===== config.mk =====
export PLATFORM = sky130hd
export DESIGN_NAME = fc_par_layer
export DESIGN_NICKNAME = d
export VERILOG_FILES = /design/src/rtl/fc_pkg.sv /design/src/rtl/fc_mac_lane.sv /design/src/rtl/fc_par_layer.sv
export SDC_FILE = /design/constraint.sdc
export NUM_CORES = 2
export LEC_CHECK = 0
export CORE_MARGIN = 2
export CORE_UTILIZATION = 55
export DETAILED_ROUTE_END_ITERATION = 8
export GPL_ROUTABILITY_DRIVEN = 0
export PLACE_DENSITY = 0.83
export SLEW_MARGIN = 10
export SYNTH_ARGS = -nofsm -noshare
export SYNTH_HDL_FRONTEND = slang
export SYNTH_HIERARCHICAL = 1
export SYNTH_SLANG_ARGS = --single-unit
export TNS_END_PERCENT = 30

===== constraint.sdc =====
create_clock -name clk -period 6.4 [get_ports clk]
set_input_delay 1.6 -clock clk [delete_from_list [all_inputs] [get_ports clk]]
set_output_delay 1.6 -clock clk [all_outputs]
set_load 0.02 [all_outputs]

===== src/rtl/fc_pkg.sv =====
// Shared types and helpers for the parallel fully-connected layer.
package fc_pkg;

    typedef enum logic [1:0] {
        LOAD    = 2'd0,
        COMPUTE = 2'd1,
        OUTPUT  = 2'd2
    } fc_state_e;

    // Accumulator wide enough that N products of two T-bit values cannot overflow.
    function automatic int acc_width(input int t, input int n);
        return 2 * t + $clog2(n);
    endfunction

    function automatic int cnt_width(input int n);
        return (n > 1) ? $clog2(n) : 1;
    endfunction

    // Optional ReLU, then clamp into the signed t-bit range.
    function automatic logic signed [63:0] sat_relu(input logic signed [63:0] acc,
                                                    input bit relu, input int t);
        logic signed [63:0] hi;
        logic signed [63:0] lo;
        logic signed [63:0] v;
        hi = (64'sd1 <<< (t - 1)) - 64'sd1;
        lo = -(64'sd1 <<< (t - 1));
        v  = (relu && acc < 0) ? 64'sd0 : acc;
        if (v > hi) return hi;
        if (v < lo) return lo;
        return v;
    endfunction

endpackage


===== src/rtl/fc_mac_lane.sv =====
// One MAC lane: private weight bank (synchronous read), multiplier and
// clearable accumulator.
module fc_mac_lane
    import fc_pkg::*;
#(
    parameter int T     = 16,
    parameter int DEPTH = 16,
    parameter int AW    = 4,
    parameter int ACC_W = 34
) (
    input  logic                    clk,
    input  logic                    reset,
    input  logic                    wr_en,
    input  logic [AW-1:0]           wr_addr,
    input  logic signed [T-1:0]     wr_data,
    input  logic [AW-1:0]           rd_addr,
    input  logic                    clear,
    input  logic                    en,
    input  logic signed [T-1:0]     x,
    output logic signed [ACC_W-1:0] acc
);

    logic signed [T-1:0]   bank [DEPTH];
    logic signed [T-1:0]   w_q;
    logic signed [2*T-1:0] prod;

    // Weight storage is never reset: contents survive reset by design.
    always_ff @(posedge clk) begin
        if (wr_en) bank[wr_addr] <= wr_data;
        w_q <= bank[rd_addr];
    end

    assign prod = (2*T)'(x) * (2*T)'(w_q);

    always_ff @(posedge clk) begin
        if (reset)      acc <= '0;
        else if (clear) acc <= '0;
        else if (en)    acc <= acc + ACC_W'(prod);
    end

endmodule


===== src/rtl/fc_par_layer.sv =====
// Fully-connected layer y = W*x with P parallel MAC lanes, run-time weights,
// optional ReLU and saturating output, between two valid/ready streams.
module fc_par_layer
    import fc_pkg::*;
#(
    parameter int M    = 8,
    parameter int N    = 4,
    parameter int T    = 16,
    parameter int P    = 2,
    parameter int RELU = 0
) (
    input  logic                     clk,
    input  logic                     reset,
    input  logic                     input_valid,
    output logic                     input_ready,
    input  logic signed [T-1:0]      input_data,
    output logic                     output_valid,
    input  logic                     output_ready,
    output logic signed [T-1:0]      output_data,
    input  logic                     w_wr_en,
    input  logic [$clog2(M*N)-1:0]   w_addr,
    input  logic signed [T-1:0]      w_data
);

    localparam int G     = M / P;
    localparam int DEPTH = G * N;
    localparam int BAW   = cnt_width(DEPTH);
    localparam int KW    = $clog2(N + 1);
    localparam int XW    = $clog2(N);
    localparam int GW    = cnt_width(G);
    localparam int LW    = cnt_width(P);
    localparam int ACC_W = acc_width(T, N);

    if (M % P != 0) begin : g_bad_mp
        $error("fc_par_layer: M must be a multiple of P");
    end
    if (N < 2) begin : g_bad_n
        $error("fc_par_layer: N must be at least 2");
    end

    fc_state_e               state;
    logic [KW-1:0]           k;
    logic [GW-1:0]           g;
    logic [LW-1:0]           lane;
    logic signed [T-1:0]     xbuf [N];
    logic signed [T-1:0]     x_q;
    logic                    acc_clear;
    logic                    acc_en;
    logic [BAW-1:0]          rd_addr;
    int                      w_row;
    int                      w_col;
    logic                    w_ok;
    logic [BAW-1:0]          bank_waddr;
    logic [P-1:0]            lane_we;
    logic signed [ACC_W-1:0] acc [P];
    logic signed [63:0]      post_val;
    logic                    unused_post_bits;

    // Valid/ready: a beat moves on the rising edge where valid && ready. Both
    // input_ready and output_valid decode only the registered state, so
    // neither depends on the other side's handshake input in the same cycle.
    assign input_ready  = (state == LOAD);
    assign output_valid = (state == OUTPUT);

    always_ff @(posedge clk) begin
        if (reset) begin
            state <= LOAD;
            k     <= '0;
            g     <= '0;
            lane  <= '0;
        end else begin
            unique case (state)
                LOAD: if (input_valid) begin
                    if (k == KW'(N - 1)) begin
                        k     <= '0;
                        g     <= '0;
                        state <= COMPUTE;
                    end else begin
                        k <= k + KW'(1);
                    end
                end
                COMPUTE: if (k == KW'(N)) begin
                    k     <= '0;
                    lane  <= '0;
                    state <= OUTPUT;
                end else begin
                    k <= k + KW'(1);
                end
                OUTPUT: if (output_ready) begin
                    if (lane == LW'(P - 1)) begin
                        lane <= '0;
                        if (g == GW'(G - 1)) begin
                            state <= LOAD;
                        end else begin
                            g     <= g + GW'(1);
                            state <= COMPUTE;
                        end
                    end else begin
                        lane <= lane + LW'(1);
                    end
                end
                default: state <= LOAD;
            endcase
        end
    end

    always_ff @(posedge clk) begin
        if (state == LOAD && input_valid) xbuf[k[XW-1:0]] <= input_data;
        if (k < KW'(N)) x_q <= xbuf[k[XW-1:0]];
    end

    // Cycle 0 of each group clears; cycles 1..N consume the reads issued one cycle earlier.
    assign acc_clear = (state == COMPUTE) && (k == '0);
    assign acc_en    = (state == COMPUTE) && (k != '0);
    assign rd_addr   = BAW'(int'(g) * N + int'(k));

    // Row r lives in bank r % P at index (r / P) * N + col.
    always_comb begin
        w_row      = int'(w_addr) / N;
        w_col      = int'(w_addr) % N;
        bank_waddr = BAW'((w_row / P) * N + w_col);
        w_ok       = w_wr_en && (state == LOAD) && (k == '0) && (int'(w_addr) < M * N);
    end

    for (genvar l = 0; l < P; l++) begin : g_lane
        assign lane_we[l] = w_ok && ((w_row % P) == l);

        fc_mac_lane #(
            .T     (T),
            .DEPTH (DEPTH),
            .AW    (BAW),
            .ACC_W (ACC_W)
        ) u_lane (
            .clk     (clk),
            .reset   (reset),
            .wr_en   (lane_we[l]),
            .wr_addr (bank_waddr),
            .wr_data (w_data),
            .rd_addr (rd_addr),
            .clear   (acc_clear),
            .en      (acc_en),
            .x       (x_q),
            .acc     (acc[l])
        );
    end

    assign post_val         = sat_relu(64'(acc[lane]), RELU != 0, T);
    assign output_data      = (state == OUTPUT) ? post_val[T-1:0] : '0;
    assign unused_post_bits = ^post_val[63:T];

endmodule


== Word-level counts from Yosys, hierarchy flattened ==
Memories as Yosys holds them, arrays and structs flattened. A register that Yosys moved wholly into a read port is not among the register bits.
Index checks and enable logic that the tools add are counted.
W data, S select, Z words.

* Reductions and logical operators: 19
* Bitwise logic cells: 1
* Eq/ne operators: 11
* Multiplexer cells: 38
* Magnitude comparators: 4
* Multipliers: 2
* Add/subtract/negate cells: 7

{| class="wikitable"
|+ Operators with widths
! kind !! number
|-
| $mux W34 || 3
|-
| $mux W16 || 5
|-
| $add A34 B32 Y34 || 2
|-
| $mul A16 B16 Y32 || 2
|-
| $gt A34 B16 Y1 const B || 1
|-
| $lt A34 B16 Y1 const B || 1
|-
| $logic_not A32 Y1 || 1
|-
| $mux W2 || 10
|-
| $mux W1 || 13
|-
| $mux W3 || 3
|-
| $logic_and A1 B1 Y1 || 7
|-
| $ne A2 B1 Y1 const B || 3
|-
| $ne A2 B2 Y1 const B || 3
|-
| $pmux W2 S3 || 1
|-
| $pmux W3 S2 || 1
|-
| $reduce_and A6 Y1 || 1
|-
| $reduce_bool A2 Y1 || 3
|-
| $reduce_and A5 Y1 || 1
|-
| $add A4 B2 Y4 || 1
|-
| $add A4 B3 Y4 || 1
|-
| $eq A2 B2 Y1 const B || 2
|-
| $pmux W2 S2 || 1
|-
| $add A3 B1 Y3 const B || 1
|-
| $eq A3 B2 Y1 const B || 1
|-
| 14 further kinds || 14
|}

* Word-level logic and storage cells: 91
* Memory bits (writable): 576
* Output and inout bits: 18
* Flip-flop bits (word level): 76
* Memories kept: 3
* Input bits: 42

{| class="wikitable"
|+ Memories
! name !! words !! width !! rd ports !! clocked after memory_dff !! write ports !! line !! RTL
|-
| g_lane[0].u_lane.bank || 16 || 16 || 1 || 1 || 1 || fc_mac_lane.sv:23 || <nowiki>logic signed [T-1:0] bank [DEPTH];</nowiki>
|-
| g_lane[1].u_lane.bank || 16 || 16 || 1 || 1 || 1 || fc_mac_lane.sv:23 ||
|-
| xbuf || 4 || 16 || 1 || 1 || 1 || fc_par_layer.sv:45 || <nowiki>logic signed [T-1:0] xbuf [N];</nowiki>
|}

== Depth between registers and ports, before layout ==
* Depth in word-level cells: 10
* Gate-level depth with buffers: 24
* Mapped depth without buffers: 22

== By module ==
The synthesis kept the hierarchy.

{| class="wikitable"
|+ Modules (own cells, without submodules)
! module !! cells an instance !! seq. area each (sq um) !! area each (sq um) !! times used
|-
| fc_mac_lane (g_lane[1].u_lane) || 1751 || 8688.3 || 22534.1 || 1
|-
| fc_mac_lane (g_lane[0].u_lane) || 1739 || 8688.3 || 22469.0 || 1
|-
| fc_par_layer || 259 || 2562.5 || 4083.9 || 1
|}

== Least setup slack after synthesis ==
OpenSTA, ideal clock, no wires.

* Kind: reg-to-reg
* Start point: register x_q[15] (read register of xbuf)
* End point: register g_lane[0].u_lane.acc[33]
* Data required time: 6.326 ns
* Arrival time: 6.446 ns
* Path buffers: 2
* Stages on the path, launching flop included: 24
* Slack: -0.120 ns
* Setup time: 0.074 ns
* Period minus slack after synthesis: 6.520 ns
* Path through: edfxtp_1 clkbuf_1 nand2_1 inv_1 fa_1 inv_1 fa_1 inv_1 fa_1 fa_1 fa_1 inv_1 fa_1 inv_1 ha_1 clkbuf_1 nand4_1 or2_2 o22ai_1 nor3_1 a211oi_2 o311a_1 or3_1 a31oi_1

* Word-level cells in the longest chain between the ends: 2

{| class="wikitable"
|+ RTL lines
! item !! line !! RTL
|-
| start: declaration || fc_par_layer.sv:46 || <nowiki>logic signed [T-1:0] x_q;</nowiki>
|-
| $mul A16 B16 Y32 || fc_mac_lane.sv:33 || <nowiki>assign prod = (2*T)'(x) * (2*T)'(w_q);</nowiki>
|-
| $add A34 B32 Y34 || fc_mac_lane.sv:38 || <nowiki>else if (en) acc <= acc + ACC_W'(prod);</nowiki>
|-
| end signal: assignment || fc_mac_lane.sv:38 ||
|-
| end: declaration || fc_mac_lane.sv:20 || <nowiki>output logic signed [ACC_W-1:0] acc</nowiki>
|}

No other way between the ends.
A chain may end at the register's enable or synchronous reset.

== Worst setup path after layout ==
* Start point: register x_q[9] (read register of xbuf)
* End point: register g_lane[1].u_lane.acc[31]

* Word-level cells in the longest chain between the ends: 2

{| class="wikitable"
|+ RTL lines
! item !! line
|-
| $mul A16 B16 Y32 || fc_mac_lane.sv:33
|-
| $add A34 B32 Y34 || fc_mac_lane.sv:38
|-
| end signal: assignment || fc_mac_lane.sv:38
|-
| end: declaration || fc_mac_lane.sv:20
|}

No other way between the ends.

==> run summary <==
The flow ran to the end, and the final reports show no timing, DRC or antenna violations. The die area is 0.0917 mm^2. In this run, placement finished with an instance count of 4961. The worst path required time came out at 6.95 ns. The number of stages on the worst setup path was 22. The depth of the worst register-to-register path works out to 22. The remaining number of nets flagged by the antenna check after routing was 0.

The most critical setup path has its startpoint at x_q[9]. The final cell utilization of the core came out at 61.5%. The largest individual stage delay along the critical path comes from the cell sky130_fd_sc_hd__fa_2. After synthesis the netlist holds a flip-flop and latch count of 700. The setup check on the worst reg-to-reg path leaves a slack of 0.06 ns. The clock passes through at most 3 buffers.

The tools report the library cell used as clock root buffer as sky130_fd_sc_hd__clkbuf_16. Clock latency on the worst-skew pair, taken at its later pin, is 0.65 ns. The share of flip-flops with an asynchronous set or reset after synthesis was 0%; the slew at the pin with the worst max-slew slack was 1.23 ns. In this run, synthesis inferred 592 flip-flops with an integrated enable. For this run, the top clock speed supported by timing is 158 MHz. Of the cells placed in the final design, the portion with a size suffix greater than 1 is 13.5%. The run gives 75 as the largest net degree at the start of global routing. The clock sink count came out at 700. STA classifies the critical path endpoint as a register. On the critical path the largest part of the delay comes from adder cells. The count of routing violations after the opening detailed-route iteration came out at 2897.

In this run the critical register-to-register path is launched from x_q[9]. The tools report the vias after detailed routing as 29800. Following the worst setup path forward leads to its endpoint at g_lane[1].u_lane/acc[31].

The layout net count is 4742. During I/O placement, the number of pins put on the boundary was 60. On the worst path, the slowest cell contributes a delay of 0.62 ns.

The logs give 0.0884 mm^2 for the area of the placeable core and 5 for the number of antenna violations at the first check in global routing. In the synthesized netlist the dominant register cell turns out to be sky130_fd_sc_hd__edfxtp_1. Summed over all layers, the routed wires come to 116000 um. The tools report the clock tree skew after final layout as 0.0485 ns. The endpoint identified for the worst register-to-register timing path is g_lane[1].u_lane/acc[31]. The worst hold path startpoint is g_lane[1].u_lane/acc[26].

In this run, distinct cell masters in the synthesized netlist total 82. Data arrives at the worst endpoint at 6.88 ns. The total grt overflow came out at 0. The first global-routing pass estimated 182000 um of wire. When the netlist entered floorplanning its net count stood at 4613.

Walking the worst path, the cells encountered are buf_12 > buf_4 > and2_1 > fa_1 > inv_1 > fa_1 > inv_1 > fa_1 > fa_1 > inv_1 > fa_2 > fa_1 > inv_2 > ha_4 > a21o_1 > a21o_1 > a21o_1 > a2111oi_4 > a21oi_2 > or3_1 > a21o_1 > a21oi_1. The first-pass iteration count of the detailed router came out at 8. Setup violations remaining at the end of the flow were counted as 0. Horizontal extent of the die: 303 um.

The worst setup timing slack at the placement stage is -0.0729 ns, and the final period demand of the worst path is 6.34 ns. The area overhead of the layout relative to synthesis is 10.7%, and the starting density of the core is 55.5%. Across the run, the number of max-cap violations was 0.

Once routing completed, OpenROAD measured the worst setup slack at 0.0637 ns. The number of pins with negative max-slew slack in the final report was 0; the share of the cycle needed by the critical path after routing was 99.0%. The startpoint type of the worst setup path was a register. For this run, the register share of the synthesized area comes to 40.6%. Clock tree synthesis inserted a total of 71 buffers. Leaving out fill and tap cells, the most frequent cells in the layout are sky130_fd_sc_hd__inv_1 (693), sky130_fd_sc_hd__fa_1 (605), sky130_fd_sc_hd__edfxtp_1 (592), sky130_fd_sc_hd__nand2_1 (340), sky130_fd_sc_hd__and2_1 (218).

From bottom edge to top edge, the die measures 303 um. The worst setup path category was register to register. Average wire per standard cell: 22.7 um. The CTS clock-pin slew for the worst setup and hold paths is 0.05 ns.

The run gives 3 as the level count of the clock H-tree. Using the TritonRoute via totals, the vias-per-cell ratio works out to 5.84. The number of global-route vias before repair is 32400, and the area of the mapped netlist is 0.0491 mm^2.

In this run the tightest slew margin relative to its limit is 17.8%. TritonCTS built the clock tree. The tools report the worst hold slack as 0.520 ns. In the routed design, unresolved DRC markers number 0. For this run, the number of Yosys warnings is 6. Setup repair after global routing could not meet its margin everywhere.

The count of buffers inserted at the top-level ports came out at 59. After technology mapping, the gate count stands at 3749. The worst min-delay path category was register to register.

The number of cell rows was 109; the biggest fanout along the worst timing path was 23. The finished layout holds 5101 standard cells, fillers aside. The run gives 26.1% as the total routing usage reported by global routing.

The library cell used most frequently in the layout, excluding fill and tap cells, is sky130_fd_sc_hd__inv_1. The count of final hold-check violations was 0. The critical path contains buffers and inverters numbering 6 combined.

The cell that appears most often on the critical path is sky130_fd_sc_hd__fa_1. For the half-perimeter wire length after placement, the log shows 79000 um. The average cell area after synthesis works out to 13.1 um^2.
## Yosys cell counts (18+ instances only)
cell	number	area, um^2
sky130_fd_sc_hd__inv_1	698	2620
sky130_fd_sc_hd__fa_1	610	12200
sky130_fd_sc_hd__edfxtp_1	592	17800
sky130_fd_sc_hd__nand2_1	344	1290
sky130_fd_sc_hd__and2_1	218	1360
sky130_fd_sc_hd__ha_1	212	2650
sky130_fd_sc_hd__mux4_2	176	3960
sky130_fd_sc_hd__nor2_1	119	447
sky130_fd_sc_hd__dfxtp_1	108	2160
sky130_fd_sc_hd__clkbuf_1	96	360
sky130_fd_sc_hd__a21oi_1	57	285
sky130_fd_sc_hd__xnor2_1	43	377
sky130_fd_sc_hd__mux2i_1	39	390
sky130_fd_sc_hd__o21ai_0	36	180
sky130_fd_sc_hd__nand3_1	32	160
sky130_fd_sc_hd__nor3_1	32	160
sky130_fd_sc_hd__a21o_1	24	180
sky130_fd_sc_hd__buf_2	24	120
sky130_fd_sc_hd__nand2b_1	21	131
sky130_fd_sc_hd__nand4_1	18	113
sky130_fd_sc_hd__xor2_1	18	158
## flip-flops by register name, indices dropped and copies added (netlist names)
name / flops
g_lane.u_lane/bank: 512
g_lane.u_lane/acc: 68
xbuf: 64
g_lane.u_lane/w_q: 32
x_q: 16
k: 3
g: 2
state: 2
lane: 1
## layer usage
layer | wire length, um | share of wire (%) | track usage (%) | up-vias
li1 | - | - | - | 12700
met1 | 43800 | 38 | 34.2 | 15200
met2 | 57500 | 50 | 43.9 | 1538
met3 | 10200 | 8.8 | 5.28 | 315
met4 | 4030 | 3.5 | 8.73 | 8
met5 | 60 | 0.052 | 0 | -
## worst reg2reg max path, delay by kind of cell (launching register included)
| kind | cells | cell delay (ns) |
|---|---|---|
| AOI/OAI and AO/OA | 7 | 1.43 |
| adders and majority gates | 7 | 3.18 |
| and+or+nand+nor | 2 | 0.56 |
| DFF | 1 | 0.41 |
| buffers and inverters | 6 | 0.68 |
## cell type report
class	instances	area [um^2]
Antenna cell	1	2.50
Tap cell	1165	1460
Clock buffer	91	1930
Clock inverter	39	365
Inverter	698	2620
Timing Repair Buffer	195	1770
Fill cell	6313	34100
Sequential cell	700	20000
Multi-Input combinational cell	2212	26200
## kinds of logic (layout without fill, tap and decap cells)
family                   after synthesis  count (layout)  synth area share (%)
other                                  0               1                     0
flip-flops                           700             700                  40.6
AND/OR/NAND/NOR                      870             870                  8.85
multiplexers                         231             231                  9.24
XOR/XNOR                              61              61                  1.09
buffers and inverters                837            1023                  6.52
AO/OA/AOI/OAI                        228             228                  3.39
adder cells (fa/ha/maj)              822             822                  30.3
## stage by stage
stage	TNS (ns)	area (um^2)
4_1_cts	0	54000
5_1_grt	-0.286	54300
2_1_floorplan	0	49100
3_5_place_dp	-0.121	51700
3_3_place_gp	-0.00563	51700
6_report	0	54300
## worst min-delay path by stage
| stage | endpoint | depth (start not counted) |
|---|---|---|
| after floorplan | g[1] | 2 |
| after global placement | g_lane[1].u_lane/acc[26] | 2 |
| after detailed placement | g_lane[1].u_lane/acc[26] | 2 |
| after CTS | g_lane[1].u_lane/acc[26] | 2 |
| after global routing | g_lane[1].u_lane/acc[26] | 2 |
| final | g_lane[1].u_lane/acc[26] | 2 |
## timing repair
action | 4_1_cts | 5_1_grt
hold buffers | 0 | 0
pin swaps | 0 | 23
endpoints found under the setup margin | 5 | 22
endpoints found under the hold margin | 0 | 0
gates resized for setup | 3 | 50
buffers inserted | 0 | 10
Power is not shown: default switching activity piles up to over one toggle a cycle in this logic, so the estimate is an artifact.
